==> config.mk <==
export PLATFORM = sky130hd
export DESIGN_NAME = debug_loader
export DESIGN_NICKNAME = d
export VERILOG_FILES = /design/src/rtl/debug_loader.sv
export SDC_FILE = /design/constraint.sdc
export NUM_CORES = 1
export LEC_CHECK = 0
export ABC_AREA = 0
export CAP_MARGIN = 10
export CORE_MARGIN = 5
export CORE_UTILIZATION = 52
export CTS_BUF_LIST = sky130_fd_sc_hd__clkbuf_4
export DETAILED_ROUTE_END_ITERATION = 16
export GPL_TIMING_DRIVEN = 1
export PLACE_DENSITY = 0.79
export SLEW_MARGIN = 20
export SYNTH_ARGS = -nofsm -noshare
export SYNTH_HDL_FRONTEND = slang
export SYNTH_SLANG_ARGS = --single-unit
export TNS_END_PERCENT = 100
==> constraint.sdc <==
create_clock -name clk -period 2.1 [get_ports clk]
set_input_delay 0.315 -clock clk [delete_from_list [all_inputs] [get_ports clk]]
set_output_delay 0.315 -clock clk [all_outputs]
set_load 0.02 [all_outputs]
==> src/rtl/debug_loader.sv <==
// debug_loader: host-side loader/controller for the pipelined MIPS core.
// A UART byte stream loads 32-bit words into instruction memory. The core is
// then released and its cycles are counted until it halts. After a drain
// window the final result and the cycle count go back to the host, MSB first.
module debug_loader #(
  parameter int          IMEM_ADDR_W  = 8,
  parameter logic [31:0] END_WORD     = 32'hFFFF_FFFF,
  parameter int          DRAIN_CYCLES = 4
) (
  input  logic                   clk,
  input  logic                   reset,
  input  logic [7:0]             i_rx_data,
  input  logic                   i_rx_valid,
  output logic [7:0]             o_tx_data,
  output logic                   o_tx_start,
  input  logic                   i_tx_busy,
  output logic                   o_imem_we,
  output logic [IMEM_ADDR_W-1:0] o_imem_addr,
  output logic [31:0]            o_imem_wdata,
  output logic                   o_core_reset,
  input  logic                   i_core_halt,
  input  logic [31:0]            i_core_result,
  output logic [2:0]             o_state
);

  // FSM state encodings (also exported on o_state for debug)
  localparam logic [2:0] S_IDLE  = 3'd0;
  localparam logic [2:0] S_LOAD  = 3'd1;
  localparam logic [2:0] S_RUN   = 3'd2;
  localparam logic [2:0] S_DRAIN = 3'd3;
  localparam logic [2:0] S_SEND  = 3'd4;
  localparam logic [2:0] S_DONE  = 3'd5;

  // Per-byte transmit handshake phases
  localparam logic [1:0] TX_WAIT_IDLE = 2'd0;  // wait for TX to be free, then start
  localparam logic [1:0] TX_WAIT_BUSY = 2'd1;  // wait for TX to accept the byte
  localparam logic [1:0] TX_WAIT_DONE = 2'd2;  // wait for TX to finish the byte

  localparam logic [7:0] CMD_LOAD = 8'h4C;  // 'L'
  localparam logic [7:0] CMD_RUN  = 8'h52;  // 'R'

  // Drain counter sized for at least one bit; a drain of 0 behaves like 1
  localparam int DRAIN_W = (DRAIN_CYCLES > 1) ? $clog2(DRAIN_CYCLES) : 1;
  localparam logic [DRAIN_W-1:0] DRAIN_LAST = (DRAIN_CYCLES > 1) ? DRAIN_W'(DRAIN_CYCLES - 1) : '0;
  localparam logic [DRAIN_W-1:0] DRAIN_ONE  = DRAIN_W'(1);
  localparam logic [IMEM_ADDR_W-1:0] ADDR_ONE = IMEM_ADDR_W'(1);

  logic [2:0]             state;
  logic [2:0]             state_next;
  logic [1:0]             byte_cnt;
  logic [31:0]            shift_word;
  logic [31:0]            assembled;
  logic [IMEM_ADDR_W-1:0] load_addr;
  logic                   load_last;
  logic [31:0]            cycle_cnt;
  logic [31:0]            result;
  logic [DRAIN_W-1:0]     drain_cnt;
  logic                   drain_last;
  logic [2:0]             tx_idx;
  logic [1:0]             tx_phase;
  logic                   tx_last_done;
  logic [63:0]            report;
  logic [7:0]             report_bytes [8];
  logic [7:0]             tx_byte;
  logic                   entering_load;
  logic                   entering_run;
  logic                   rx_is_load;
  logic                   rx_is_run;

  assign rx_is_load   = i_rx_valid && (i_rx_data == CMD_LOAD);
  assign rx_is_run    = i_rx_valid && (i_rx_data == CMD_RUN);
  assign assembled    = {shift_word[23:0], i_rx_data};
  assign drain_last   = (drain_cnt == DRAIN_LAST);
  assign tx_last_done = (tx_phase == TX_WAIT_DONE) && !i_tx_busy && (tx_idx == 3'd7);
  assign entering_load = (state_next == S_LOAD) && (state != S_LOAD);
  assign entering_run  = (state_next == S_RUN) && (state != S_RUN);
  assign o_state      = state;

  // Report image: result then cycle count, byte 0 is the first one sent
  assign report = {result, cycle_cnt};
  generate
    for (genvar gi = 0; gi < 8; gi++) begin : g_report_bytes
      assign report_bytes[gi] = report[63 - 8*gi -: 8];
    end
  endgenerate
  assign tx_byte = report_bytes[tx_idx];

  // Next-state decode for the controller FSM
  always_comb begin
    state_next = state;
    case (state)
      S_IDLE, S_DONE: begin
        if (rx_is_load)     state_next = S_LOAD;
        else if (rx_is_run) state_next = S_RUN;
      end
      // The cycle that carries the final write moves on to RUN; any rx byte
      // arriving in that same cycle is dropped.
      S_LOAD:  if (load_last)    state_next = S_RUN;
      S_RUN:   if (i_core_halt)  state_next = S_DRAIN;
      S_DRAIN: if (drain_last)   state_next = S_SEND;
      S_SEND:  if (tx_last_done) state_next = S_DONE;
      default: state_next = S_IDLE;
    endcase
  end

  // State register; core reset follows the state being entered so the core
  // is released in the very first RUN cycle
  always_ff @(posedge clk or negedge reset) begin
    if (!reset) begin
      state        <= S_IDLE;
      o_core_reset <= 1'b1;
    end else begin
      state        <= state_next;
      o_core_reset <= (state_next == S_IDLE) || (state_next == S_LOAD) || (state_next == S_DONE);
    end
  end

  // Byte assembler and instruction-memory write port
  always_ff @(posedge clk or negedge reset) begin
    if (!reset) begin
      byte_cnt     <= 2'd0;
      shift_word   <= 32'd0;
      load_addr    <= '0;
      load_last    <= 1'b0;
      o_imem_we    <= 1'b0;
      o_imem_addr  <= '0;
      o_imem_wdata <= 32'd0;
    end else begin
      o_imem_we <= 1'b0;
      load_last <= 1'b0;
      if (entering_load) begin
        byte_cnt  <= 2'd0;
        load_addr <= '0;
      end else if ((state == S_LOAD) && !load_last && i_rx_valid) begin
        shift_word <= assembled;
        byte_cnt   <= byte_cnt + 2'd1;
        if (byte_cnt == 2'd3) begin
          o_imem_we    <= 1'b1;
          o_imem_wdata <= assembled;
          o_imem_addr  <= load_addr;
          load_addr    <= load_addr + ADDR_ONE;
          // Stop on the end marker or on the last memory word; no wrap-around
          load_last    <= (assembled == END_WORD) || (load_addr == '1);
        end
      end
    end
  end

  // Run-cycle counter, drain window timer and result capture
  always_ff @(posedge clk or negedge reset) begin
    if (!reset) begin
      cycle_cnt <= 32'd0;
      drain_cnt <= '0;
      result    <= 32'd0;
    end else begin
      if (entering_run) begin
        cycle_cnt <= 32'd0;
      end else if ((state == S_RUN) && !i_core_halt && (cycle_cnt != 32'hFFFF_FFFF)) begin
        cycle_cnt <= cycle_cnt + 32'd1;
      end

      if (state == S_RUN) begin
        drain_cnt <= '0;
      end else if ((state == S_DRAIN) && !drain_last) begin
        drain_cnt <= drain_cnt + DRAIN_ONE;
      end

      if ((state == S_DRAIN) && drain_last) begin
        result <= i_core_result;
      end
    end
  end

  // Report transmitter: one start pulse per byte, full busy handshake between bytes
  always_ff @(posedge clk or negedge reset) begin
    if (!reset) begin
      tx_idx     <= 3'd0;
      tx_phase   <= TX_WAIT_IDLE;
      o_tx_start <= 1'b0;
      o_tx_data  <= 8'd0;
    end else begin
      o_tx_start <= 1'b0;
      if (state != S_SEND) begin
        tx_idx   <= 3'd0;
        tx_phase <= TX_WAIT_IDLE;
      end else begin
        case (tx_phase)
          TX_WAIT_IDLE: begin
            if (!i_tx_busy) begin
              o_tx_start <= 1'b1;
              o_tx_data  <= tx_byte;
              tx_phase   <= TX_WAIT_BUSY;
            end
          end
          TX_WAIT_BUSY: begin
            if (i_tx_busy) tx_phase <= TX_WAIT_DONE;
          end
          TX_WAIT_DONE: begin
            if (!i_tx_busy) begin
              tx_idx   <= tx_idx + 3'd1;
              tx_phase <= TX_WAIT_IDLE;
            end
          end
          default: tx_phase <= TX_WAIT_IDLE;
        endcase
      end
    end
  end

endmodule

==> results.py <==
metrics = {
    "synthesis": {
        "seq_area_frac_synth_pct": 54.1,
        "synth-edff-count": 0,
        "synthTopCellsByArea": "dfrtp_1 (54%), mux2_2 (8.8%), nand2_1 (6.9%)",
        "yosysMostFrequentCell": "dfrtp_1",
        "ys_warn_count": 0,
        "ys.flop_type": "dfrtp_1",
        "ys_types": 56,
        "synth_top_area_share_pct": 53.8,
        "synth_cells": 670,
        "synthTopCellsByCount": "dfrtp_1 (159), nand2_1 (136), mux2_2 (58)",
        "yosys.area.top_type": "dfrtp_1",
        "async_reset_ff_share_pct": 100,
        "syn_area_um2": 7400,
        "ys_ff_latch": 160,
        "avgSynthCellArea_um2": 11.0,
        "synth_nets": 721,
    },
    "critical_path": {
        "critical-path-top-delay-family": "simple AND/OR/NAND/NOR gates",
        "cp-start-kind": "flop",
        "cp_num_cells": 7,
        "critical_path.cell_chain": "ha_2 > nand3_2 > or4_4 > buf_6 > a311o_1 > or3_1 > a21oi_2",
        "cp.required_ps": 2620,
        "endpoint_kind": "flop",
        "worst_ep_arrival_time_ps": 2720,
        "critPathKind": "flop to flop",
        "ff2ff_path_depth": 7,
        "cp_max_fo": 5,
        "reg2reg_slack_ps": -100,
        "cp.buffers_inverters": 1,
        "slowest_stage": "or4_4",
        "cpPeakStageDelay_ps": 510,
    },
    "place": {
        "port_buffers": 98,
        "place_area_um2": 9260,
        "gp_congestion": 0.883,
        "hpwl_um": 13100,
        "pre_cts_slack_ps": -439,
    },
    "die": {
        "io_pins": 99,
        "start_util_pct": 53.1,
        "die_y_um": 129,
        "die_w_um": 129,
        "rows": 43,
        "die_area_um2": 16700,
        "core-area_um2": 13900,
    },
    "hold_path": {
        "hp-class": "input port to async pin",
    },
    "cells_and_area": {
        "fin_area_um2": 9860,
        "fill_cells": 983,
        "synthToLayoutAreaGrowth_pct": 33.2,
        "diodes": 0,
        "drive_above_1_share_pct": 28.4,
        "seqCellArea_um2": 4010,
        "multi_input_area_um2": 3350,
        "final_nets": 910,
    },
    "route": {
        "postRouteAntennaNets": 0,
        "wl_um": 18500,
        "drc": 0,
        "wl_per_cell_um": 17.6,
        "dr.first_iter.drc_count": 412,
        "vias": 5936,
        "vias_per_cell": 5.64,
        "firstDrtPassIters": 5,
    },
    "timing": {
        "final_max_slew_viol_count": 0,
        "worst_pin_slew_ps": 431,
        "rsz0062_at_grt": "yes",
        "hold_viol_final": 0,
        "fin_ws_ps": -95.7,
        "clock_skew_ps": 9.33,
        "fin_crit_ps": 2200,
        "fmax_mhz": 455,
        "setup_viol": 10,
        "finalCritPeriodShare_pct": 105,
        "max_slew_margin_pct": 71.0,
    },
    "global_route": {
        "antenna_found_initial": 0,
        "grt_pass1_vias": 6140,
        "gr-total-overflow": 0,
        "grt_use_met1_pct": 29.4,
        "met3_usage_pct": 4.95,
        "met2_usage_pct": 38.7,
        "grt_pass1_wl_um": 30200,
        "grt-busiest-layer": "met2",
        "grt_start_max_net_pins": 58,
        "gr-usage-all-layers_pct": 23.0,
    },
    "cts": {
        "numClockSinks": 160,
        "cts_root_buf": "clkbuf_4",
        "numCtsBuffers": 17,
        "htreeDepth": 4,
        "clockBufferDepth": 2,
        "cts_tree": "yes",
        "path_clk_slew_ps": 130,
        "insertion_delay_ps": 570,
    },
    "outcome": {
        "violations": "setup timing",
        "status": "complete, but fails checks",
    },
    "job": {
        "drv_cap": 0,
    },
    "power": {
        "ir_worst_vdd_v": 0.000590,
        "power_density_nw_per_um2": 779,
        "p_leak_nw": 4.35,
    },
}
## cell type report
type | instances | area share (%)
clock inverters | 15 | 2.41
inverters | 11 | 0.419
flip-flops and latches | 160 | 40.6
repair buffers | 202 | 19.0
multi-input cells | 467 | 33.9
well taps | 180 | 2.28
clock buffers | 17 | 1.29
## per-layer routing
metal | vias up | part of all wire [%]
met3 | 33 | 5.0
met2 | 168 | 52
met5 | - | 0
li1 | 2770 | -
met4 | 0 | 2.1
met1 | 2965 | 41
## state kept, by name, summed over array words and instances (netlist names), 3 cells and up
signal	cells
o_imem_addr	8
o_tx_data	8
load_addr	8
shift_word	24
cycle_cnt	32
tx_idx	3
o_imem_wdata	32
o_state	3
result	32
## report_power, final
part | switching, mW | internal [mW] | total [mW]
registers | 0.334 | 3.48 | 3.82
logic | 0.794 | 0.793 | 1.59
clock network | 1.10 | 1.18 | 2.28
total | 2.23 | 5.45 | 7.69
## cells in the final DEF, fill, tap and decap left out, drive strengths merged, types with 2 or more instances in the layout
cell type / n
a21oi: 43
nand4bb: 3
nor3b: 2
buf: 103
nor2b: 2
dfrtp: 159
bufinv: 6
nor2: 36
ha: 6
clkbuf: 18
clkdlybuf4s50: 94
o21ai: 27
dlygate4sd2: 3
xnor2: 7
mux2i: 13
xor2: 7
a2111oi: 2
or4: 9
nand2: 136
nor4: 7
nand2b: 2
mux2: 58
o31ai: 8
clkinv: 5
mux4: 16
or3: 23
or2: 4
inv: 12
nand3: 16
clkinvlp: 3
nor3: 6
nand4: 19
## final timing paths
check                                  startpoint        endpoint
worst max register to register       cycle_cnt[0]   cycle_cnt[14]
min in group clk                i_core_result[25]      result[25]
worst min register to register     o_imem_addr[5]  o_imem_addr[5]
worst min-delay path                        reset       result[5]
max in group asynchronous                   reset   cycle_cnt[25]
worst max-delay path                 cycle_cnt[0]   cycle_cnt[14]
## cells by family (layout without fill, tap and decap cells)
logic type                 count (synthesis)  in the layout  share of synthesized area [%]
DFF                                      160            160                           54.1
AOI/OAI and AO/OA                         90             90                           7.39
buffers and inverters                     43            245                           2.55
adders and majority gates                  6              6                           1.01
xor gates and xnor gates                  14             14                           1.66
and+or+nand+nor                          270            270                           17.8
muxes                                     87             87                           15.5
## stage by stage
step / util [%] / setup TNS [ps] / total power [mW] / cells / hold WS, ps
6_report: 70.8 / -386 / 7.69 / 1052 / 193
3_5_place_dp: 66.5 / -11590 / 5.48 / 1010 / 238
3_3_place_gp: 66.5 / -8600 / 5.40 / 1010 / 241
2_1_floorplan: - / 0 / 4.66 / 670 / 19.4
4_1_cts: 69.6 / -262 / 7.74 / 1044 / 169
5_1_grt: 70.8 / -1370 / 8.07 / 1052 / 185
## what timing repair did
action / CTS / global route
endpoints found under the setup margin: 17 / 32
setup buffers: 1 / 7
cloned: 0 / 1
endpoints found under the hold margin: 131 / 0
resized for setup: 14 / 20
pin swaps: 4 / 7
hold buffers: 1 / 0
(Power assumes the default switching activity.)
==> patch: new RTL, same flow settings <==
Set the parameter `DRAIN_CYCLES` to 8 (it was 4).
--- a/src/rtl/debug_loader.sv
+++ b/src/rtl/debug_loader.sv
@@ -5,7 +5,7 @@
 module debug_loader #(
   parameter int          IMEM_ADDR_W  = 8,
   parameter logic [31:0] END_WORD     = 32'hFFFF_FFFF,
-  parameter int          DRAIN_CYCLES = 4
+  parameter int          DRAIN_CYCLES = 8
 ) (
   input  logic                   clk,
   input  logic                   reset,
Function: changed (a bounded check fails within 10 cycles, from zero or initial values and one cycle with reset low).
==> patch against the original RTL <==
  * Sequential power grew 12%
  * Setup slack gained 160 ps
  * Cell area shrank 1.8%
  * Via count shrank 5.8%
  * Synthesized cell count shrank 10%
  * Combinational power grew 65%
  * Area after synthesis grew 3.8%
  * Total power grew 13%
  * First-iteration DRC count shrank 14%
  * Sequential cell count grew 1
  * Routed wire length shrank 2.7%
  * Critical path type unchanged
  * Highest routed layer unchanged
==> patch: results (changes against the original RTL) <==
Setup path
  – Arrival @ worst endpoint: 2450 ps (-270 ps)
  – R2R Path End: cycle_cnt[23]$_DFFE_PN0P_
  – R2R Path Start: drain_cnt[0]$_DFFE_PN0P_
  – CP max FO: 32 (+27)
  – Flop2flop setup slack: 60 ps (+160 ps)
  – Cells on worst reg2reg path: 7 (unchanged)

Cells and area
  – Layout cells sized above 1: 32.7% (+4.3 points)
  – Diode count: 0 (unchanged)
  – Filler instances: 1,064 (+8.2%)
  – Nets: 808 (-11%)
  – Biggest regs: cycle_cnt: 32 flops, o_imem_wdata: 32 flops, result: 32 flops

Clock network
  – Worst skew pair latency: 550 ps (-20 ps)
  – Clock buffer depth: 2 (unchanged)
  – CTS root buf: clkbuf_4
  – Post-CTS setup buffer count: 0 (-1)
  – H-tree depth: 4 (unchanged)
  – Clk slew on worst S/H paths: 130 ps (about the same)
  – Num CTS Buffers: 17 (unchanged)

Routing
  – Vias: 5,594 (-5.8%)
  – DRT Pass-1 Iters: 7 (+2)
  – DR iter-0 viols: 354 (-14%)
  – Final WL: 18,000 µm (-2.7%)

Power
  – Max VDD drop: 0.936 mV (+59%)
  – Pleak: 4.14 nW (-4.8%)
  – Switching power: 2.79 mW (+25%)

Global route
  – Initial antenna violation count: 0 (unchanged)
  – Largest net degree at the start of global routing: 59 (+1.7%)
  – GRT Total Usage: 21.0% (-2.0 points)
  – Vias in the first global route: 5,913 (-3.7%)
  – First-pass GRT wire length: 30,000 µm (-0.84%)

Synth
  – Top cells by area, synth: dfrtp_1, mux2_2, mux4_2, a22oi_1, mux2i_1
  – Synth top cells by count: dfrtp_1, mux2_2, nor2_1
  – Synth warn: 0 (unchanged)
  – Sequential share of the synthesized area: 52.5% (-1.7 points)
  – Ys flop type: dfrtp_1
  – Synthesized Nets: 653 (-9.4%)
  – Post-synth ARST share: 100% (unchanged)
  – Unique cell type count in the Yosys netlist: 62 (+11%)

Timing
  – Tmin final: 2040 ps (-155 ps)
  – Slew margin rel.: 65.1% (-5.9 points)
  – Clock Skews: 16.5 ps (+7.18 ps)

Min path
  – Hold Crit Class: input pin to async pin

Placed design
  – DPL Wire Length: 12,800 µm (-2.1%)
  – # port buffers: 98 (unchanged)
  – Setup WS pre-CTS: -324 ps (+115 ps)
  – Routability cong.: 0.883 (about the same)

Outcome
  – Status: completed
==> patch: critical path, cell delays in order (launching register included) <==
cell	delay, ps
dfrtp_1	410
ha_1	200
ha_1	230
a311o_1	370
o21ai_1	110
a21boi_2	240
buf_12	220
a22oi_1	110
==> patch: repair_timing <==
action | 4_1_cts | 5_1_grt
setup endpoints to repair | 2 | 56
hold buffers | 1 | 0
pin swaps | 0 | 2
gates cloned | 0 | 1
resized for setup | 3 | 12
hold endpoints to repair | 127 | 0
==> patch: how the worst max path moves through the flow <==
| stage | from | end | cells past startpoint |
|---|---|---|---|
| 4_1_cts | o_core_reset$_DFF_PN1_ | o_core_reset | 1 |
| 6_report | drain_cnt[0]$_DFFE_PN0P_ | cycle_cnt[23]$_DFFE_PN0P_ | 7 |
| 2_1_floorplan | o_state[1]$_DFF_PN0_ | cycle_cnt[29]$_DFFE_PN0P_ | 7 |
| 5_1_grt | cycle_cnt[25]$_DFFE_PN0P_ | cycle_cnt[31]$_DFFE_PN0P_ | 5 |
| 3_5_place_dp | i_rx_data[0] | cycle_cnt[7]$_DFFE_PN0P_ | 7 |
| 3_3_place_gp | i_rx_data[0] | cycle_cnt[23]$_DFFE_PN0P_ | 7 |
==> patch: cells by family (layout without fill, tap and decap cells) <==
group                      Yosys count  in the layout  synth area share (%)
adders and majority gates            7              7                  1.14
DFF                                161            161                  52.5
and+or+nand+nor                    159            159                  12.6
AOI/OAI and AO/OA                   90             91                  8.79
buffers and inverters               44            209                  2.77
muxes                              125            125                  20.5
xor gates and xnor gates            15             15                  1.71
==> patch: cell type report <==
type                       count  area (µm²)  area share (%)
clock inverter                10         113            1.16
sequential                   161        4030            41.6
inverter                      10        37.5           0.387
tap                          184         230            2.38
timing repair buffer         169        1600            16.5
multi-input combinational    397        3530            36.4
clock buffer                  20         150            1.55
==> patch: power by group through the flow <==
stage / Sequential, mW / Combinational (mW) / Clock (mW)
floorplan: 4.53 / 1.12 / 0
global placement: 4.29 / 2.56 / 0
detailed placement: 4.32 / 2.62 / 0
CTS: 4.27 / 2.64 / 1.83
global route: 4.36 / 2.81 / 1.95
finish: 4.26 / 2.62 / 1.78
==> patch: layer usage <==
metal	GRT usage [%]	vias to the layer above	wire length (µm)
li1	-	2565	-
met1	26.8	2795	7530
met2	34.7	205	8890
met3	5.85	29	1210
met4	6.97	0	408
met5	0	-	0
==> patch: per-stage QoR <==
step | cell area, µm² | std cells | hold slack [ps]
finish | 9690 | 951 | 187
global route | 9690 | 951 | 170
CTS | 9610 | 950 | 147
detailed placement | 9340 | 919 | 202
global placement | 9340 | 919 | 198
floorplan | 7680 | 601 | 19.4
